`src/rtl/serial_pkg.sv`:
```
// Shared definitions for the serial frame transmitter: FSM encodings and default frame width.
package serial_pkg;

    localparam int DATA_W_DEF = 8;

    typedef enum logic {
        IDLE  = 1'b0,
        SHIFT = 1'b1
    } state_t;

endpackage

```
`src/rtl/piso_shift_reg.sv`:
```
// Parallel-in serial-out shift register; the MSB of the register is the serial output.
module piso_shift_reg
    import serial_pkg::*;
#(
    parameter int DATA_W = DATA_W_DEF
) (
    input  logic              clk,
    input  logic              rst,
    input  logic              load,
    input  logic              shift,
    input  logic              clr,
    input  logic [DATA_W-1:0] din,
    output logic              sout
);

    logic [DATA_W-1:0] sr_r;

    // Load has priority so a back-to-back frame replaces the tail of the old one.
    always_ff @(posedge clk) begin
        if (!rst) begin
            sr_r <= {DATA_W{1'b0}};
        end else if (load) begin
            sr_r <= din;
        end else if (clr) begin
            sr_r <= {DATA_W{1'b0}};
        end else if (shift) begin
            sr_r <= {sr_r[DATA_W-2:0], 1'b0};
        end else begin
            sr_r <= sr_r;
        end
    end

    assign sout = sr_r[DATA_W-1];

endmodule

```
`src/rtl/serial_frame_transmitter.sv`:
```
// Serialises a DATA_W-bit word MSB first with framing, busy and end-of-frame strobes.
module serial_frame_transmitter
    import serial_pkg::*;
#(
    parameter int DATA_W = DATA_W_DEF
) (
    input  logic              clk,
    input  logic              rst,
    input  logic [DATA_W-1:0] din,
    input  logic              din_valid,
    output logic              din_ready,
    output logic              sout,
    output logic              sframe,
    output logic              busy,
    output logic              done
);

    localparam int CNT_W = (DATA_W > 1) ? $clog2(DATA_W) : 1;
    localparam logic [CNT_W-1:0] LAST_C   = CNT_W'(DATA_W - 1);
    localparam logic [CNT_W-1:0] PENULT_C = CNT_W'(DATA_W - 2);

    state_t           state_r;
    logic [CNT_W-1:0] cnt_r;
    logic             sframe_r;
    logic             busy_r;
    logic             done_r;
    logic             last_s;
    logic             accept_s;
    logic             shift_s;
    logic             clr_s;

    // The last-bit cycle is the only SHIFT cycle that can take a new word.
    assign last_s    = (state_r == SHIFT) && (cnt_r == LAST_C);
    assign din_ready = (state_r == IDLE) || last_s;
    assign accept_s  = din_valid && din_ready;
    assign shift_s   = (state_r == SHIFT) && !last_s;
    assign clr_s     = last_s && !accept_s;

    // FSM, bit counter and registered framing outputs.
    always_ff @(posedge clk) begin
        if (!rst) begin
            state_r  <= IDLE;
            cnt_r    <= {CNT_W{1'b0}};
            sframe_r <= 1'b0;
            busy_r   <= 1'b0;
            done_r   <= 1'b0;
        end else begin
            case (state_r)
                IDLE: begin
                    cnt_r  <= {CNT_W{1'b0}};
                    done_r <= 1'b0;
                    if (accept_s) begin
                        state_r  <= SHIFT;
                        sframe_r <= 1'b1;
                        busy_r   <= 1'b1;
                    end else begin
                        state_r  <= IDLE;
                        sframe_r <= 1'b0;
                        busy_r   <= 1'b0;
                    end
                end
                SHIFT: begin
                    if (last_s) begin
                        cnt_r  <= {CNT_W{1'b0}};
                        done_r <= 1'b0;
                        if (accept_s) begin
                            state_r  <= SHIFT;
                            sframe_r <= 1'b1;
                            busy_r   <= 1'b1;
                        end else begin
                            state_r  <= IDLE;
                            sframe_r <= 1'b0;
                            busy_r   <= 1'b0;
                        end
                    end else begin
                        state_r  <= SHIFT;
                        cnt_r    <= cnt_r + {{(CNT_W-1){1'b0}}, 1'b1};
                        sframe_r <= 1'b1;
                        busy_r   <= 1'b1;
                        done_r   <= (cnt_r == PENULT_C);
                    end
                end
                default: begin
                    state_r  <= IDLE;
                    cnt_r    <= {CNT_W{1'b0}};
                    sframe_r <= 1'b0;
                    busy_r   <= 1'b0;
                    done_r   <= 1'b0;
                end
            endcase
        end
    end

    piso_shift_reg #(
        .DATA_W (DATA_W)
    ) u_piso (
        .clk   (clk),
        .rst   (rst),
        .load  (accept_s),
        .shift (shift_s),
        .clr   (clr_s),
        .din   (din),
        .sout  (sout)
    );

    assign sframe = sframe_r;
    assign busy   = busy_r;
    assign done   = done_r;

endmodule

```
`config.mk`:
```
export PLATFORM = sky130hd
export DESIGN_NAME = serial_frame_transmitter
export DESIGN_NICKNAME = d
export VERILOG_FILES = /design/src/rtl/serial_pkg.sv /design/src/rtl/piso_shift_reg.sv /design/src/rtl/serial_frame_transmitter.sv
export SDC_FILE = /design/constraint.sdc
export NUM_CORES = 1
export LEC_CHECK = 0
export ABC_AREA = 1
export CORE_MARGIN = 3
export CORE_UTILIZATION = 40
export DETAILED_ROUTE_END_ITERATION = 16
export DONT_BUFFER_PORTS = 1
export SLEW_MARGIN = 15
export SYNTH_ARGS = -nofsm -noshare
export SYNTH_HDL_FRONTEND = slang
export SYNTH_SLANG_ARGS = --single-unit
```
`constraint.sdc`:
```
create_clock -name clk -period 1.9 [get_ports clk]
set_clock_uncertainty 0.1 [all_clocks]
set_input_delay 0.38 -clock clk [delete_from_list [all_inputs] [get_ports clk]]
set_output_delay 0.38 -clock clk [all_outputs]
set_load 0.02 [all_outputs]
```
==> run_results.csv <==
group,metric,value,unit
run_status,outcome,"finished clean",
power,switchingPower,155,µW
clock_tree,htree_num_levels,1,
critical_path,r2r_start,"cnt_r[0]$_SDFF_PP0_",
clock_tree,ctsHoldBuffers,0,
global_route,grt_start_max_net_pins,15,
global_route,grt_pass1_vias,455,
detailed_routing,ant_nets,0,
detailed_routing,drtPass1Iterations,4,
global_route,grt-ovfl-total,0,
critical_path,crit_buf_inv,1,
timing,relSlewSlack,82.2,%
clock_tree,root_buffer,"clkbuf_4",
clock_tree,cts_sinks,13,
power,power_frac_clock,30.3,%
clock_tree,cts_tree,"yes",
critical_path,start_kind,"register",
critical_path,required,1.42,ns
power,p_comb_share,15.6,%
placement,gp_congestion,0.731,
timing,rsz0062_at_grt,"false",
flow_run,cap_viol_max_count,0,
timing,setup_viol_count_final,0,
power,leakagePower,0.000293,µW
floorplanning,fp.dieW,46.3,µm
critical_path,r2r-end,"u_piso.sr_r[6]$_SDFFE_PN0P_",
critical_path,crit_path_max_fanout,9,
clock_tree,cts_buffers,3,
floorplanning,pin_count,16,
critical_path,crit_family,"adder cells",
floorplanning,die_h,46.3,µm
layout,diodes,0,
timing,setup_tns,0,ns
clock_tree,cts_resized,0,
global_route,antenna_found_initial,0,
synth,synth.avg_cell_area,8.12,µm²
critical_path,slowest_delay,0.33,ns
layout,syn_to_final_growth,2.31,%
floorplanning,dieArea,0.00214,mm²
clock_tree,clk_latency,0.27,ns
placement,dpl-instance-area,638,µm²
layout,fill_cells,144,
clock_tree,clk_pin_slew,0.08,ns
layout,drive_gt1_share,15.9,%
layout,final_area,664,µm²
timing,hold_viol,0,
synth,netlist_area,649,µm²
critical_path,worst_path_max_delay_cell,"dfxtp_1",
power,p_seq_share,54.1,%
clock_tree,clockBufferDepth,2,
power,intPower,403,µW
layout,layout_common_cells,"17 x nand3_1, 13 x dfxtp_1, 10 x inv_1",
min_path,hp-start,"rst",
timing,finalCriticalPeriod,1.80,ns
timing,fin_crit_sh,94.5,%
clock_tree,post_cts_buffers,0,
detailed_routing,routedWlPerCell,11.5,µm
floorplanning,row_count,13,
critical_path,crit_type,"register to output port",
floorplanning,core,0.00142,mm²
detailed_routing,vias_per_cell,5.14,
power,p_sw_share,27.8,%
global_route,grt_usage,12.6,%
layout,seq_area,260,µm²
synth,ys_warn_count,0,
timing,drv_slew,0,
global_route,grt_pass1_wl,1960,µm
power,pwr_density_cell,839,mW/mm²
floorplanning,start_util,45.9,%
critical_path,r2r_slack,0.44,ns
placement,placement.io_buffers,0,
timing,tightestPinTransition,0.267,ns
synth,synth_fp_nets,94,
critical_path,crit_chain,"ha_1, ha_1, inv_2, nand2_2",
detailed_routing,wirelength,1110,µm
critical_path,worstPathArrival,1.32,ns
min_path,hold_depth,2,
layout,final_common_cell,"nand3_1",
placement,hpwl,788,µm
synth,ys_types,17,
detailed_routing,drt_iter0_drc,7,
critical_path,crit_top_cell,"ha_1",
power,vdd_drop_max,0.000434,V
synth,syn_inst,80,
critical_path,r2r_cells,6,
critical_path,endpoint_kind,"output port",
synth,ys_seq_area_share,40.1,%
min_path,min_to,"u_piso.sr_r[0]$_SDFFE_PN0P_",
detailed_routing,drc,0,
layout,multiInputGateArea,285,µm²
layout,layout.nets,97,
synth,synth_seq_cells,13,
min_path,min_path_type,"input port to register",
detailed_routing,route.vias.total,499,
timing,fmaxAchievable,0.557,GHz
==> how the worst max path moves through the flow <==
stage / cells after the start / startpoint / to / slack (ns)
6_report: 4 / cnt_r[0]$_SDFF_PP0_ / din_ready / 0.10
5_1_grt: 4 / cnt_r[0]$_SDFF_PP0_ / din_ready / 0.02
4_1_cts: 4 / cnt_r[0]$_SDFF_PP0_ / din_ready / 0.09
3_5_place_dp: 4 / cnt_r[0]$_SDFF_PP0_ / din_ready / 0.39
3_3_place_gp: 4 / cnt_r[0]$_SDFF_PP0_ / din_ready / 0.42
2_1_floorplan: 4 / cnt_r[0]$_SDFF_PP0_ / din_ready / 0.49
==> sequential cells by signal (all words and copies together), names as in the netlist <==
register and cells:
busy 1, cnt_r 3, done 1, u_piso.sr_r 8
==> through the flow <==
stage | instances | setup WS, ns | hold slack (ns) | util, % | power, µW
floorplan | 80 | 0.490 | 0.317 | - | 394
global placement | 93 | 0.424 | 0.332 | 45.1 | 394
detailed placement | 93 | 0.394 | 0.337 | 45.1 | 395
CTS | 97 | 0.0880 | 0.128 | 46.9 | 565
global route | 97 | 0.0184 | 0.130 | 46.9 | 590
finish | 97 | 0.105 | 0.136 | 46.9 | 558
==> metal layers <==
metal,GRT usage [%],vias to the layer above,wire length (µm)
li1,-,266,-
met1,16.9,217,554
met2,18.4,14,477
met3,3.13,2,65
met4,6.82,0,12
met5,0,-,0
==> cells by family after synthesis <==
group,share of synthesized area (%)
simple gates,24.1
fa+ha+maj,5.78
compound gates,14.1
flops,40.1
buf+inv,16.0
==> cell type report <==
| cell class | instances | share of cell area [%] |
|---|---|---|
| multi-input combinational | 50 | 42.9 |
| sequential | 13 | 39.2 |
| inverter | 13 | 8.85 |
| clock buffer | 4 | 3.95 |
| tap | 15 | 2.82 |
| timing repair buffer | 2 | 2.26 |
==> power groups by stage <==
stage          sequential (µW)  combinational [µW]  clock (µW)
2_1_floorplan              309                84.5           0
3_3_place_gp               308                86.5           0
3_5_place_dp               308                87.3           0
4_1_cts                    302                87.6         176
5_1_grt                    304                99.0         187
6_report                   302                86.8         169
==> cell usage after synthesis <==
cell      n  area share, %
nand2_2   1           0.96
a21oi_1   5            3.9
buf_6     2            3.5
o21ai_0   1           0.77
a21oi_2   3            4.0
inv_6     2            2.7
nand2_8   1            3.1
o21ai_1   7            5.4
inv_2     1           0.58
ha_1      3            5.8
inv_1    10            5.8
nor2_1    4            2.3
dfxtp_1  13             40
nand3_1  17             13
buf_4     1            1.2
buf_8     1            2.3
nand2_1   8            4.6
Power figures use the tool's default switching activity.
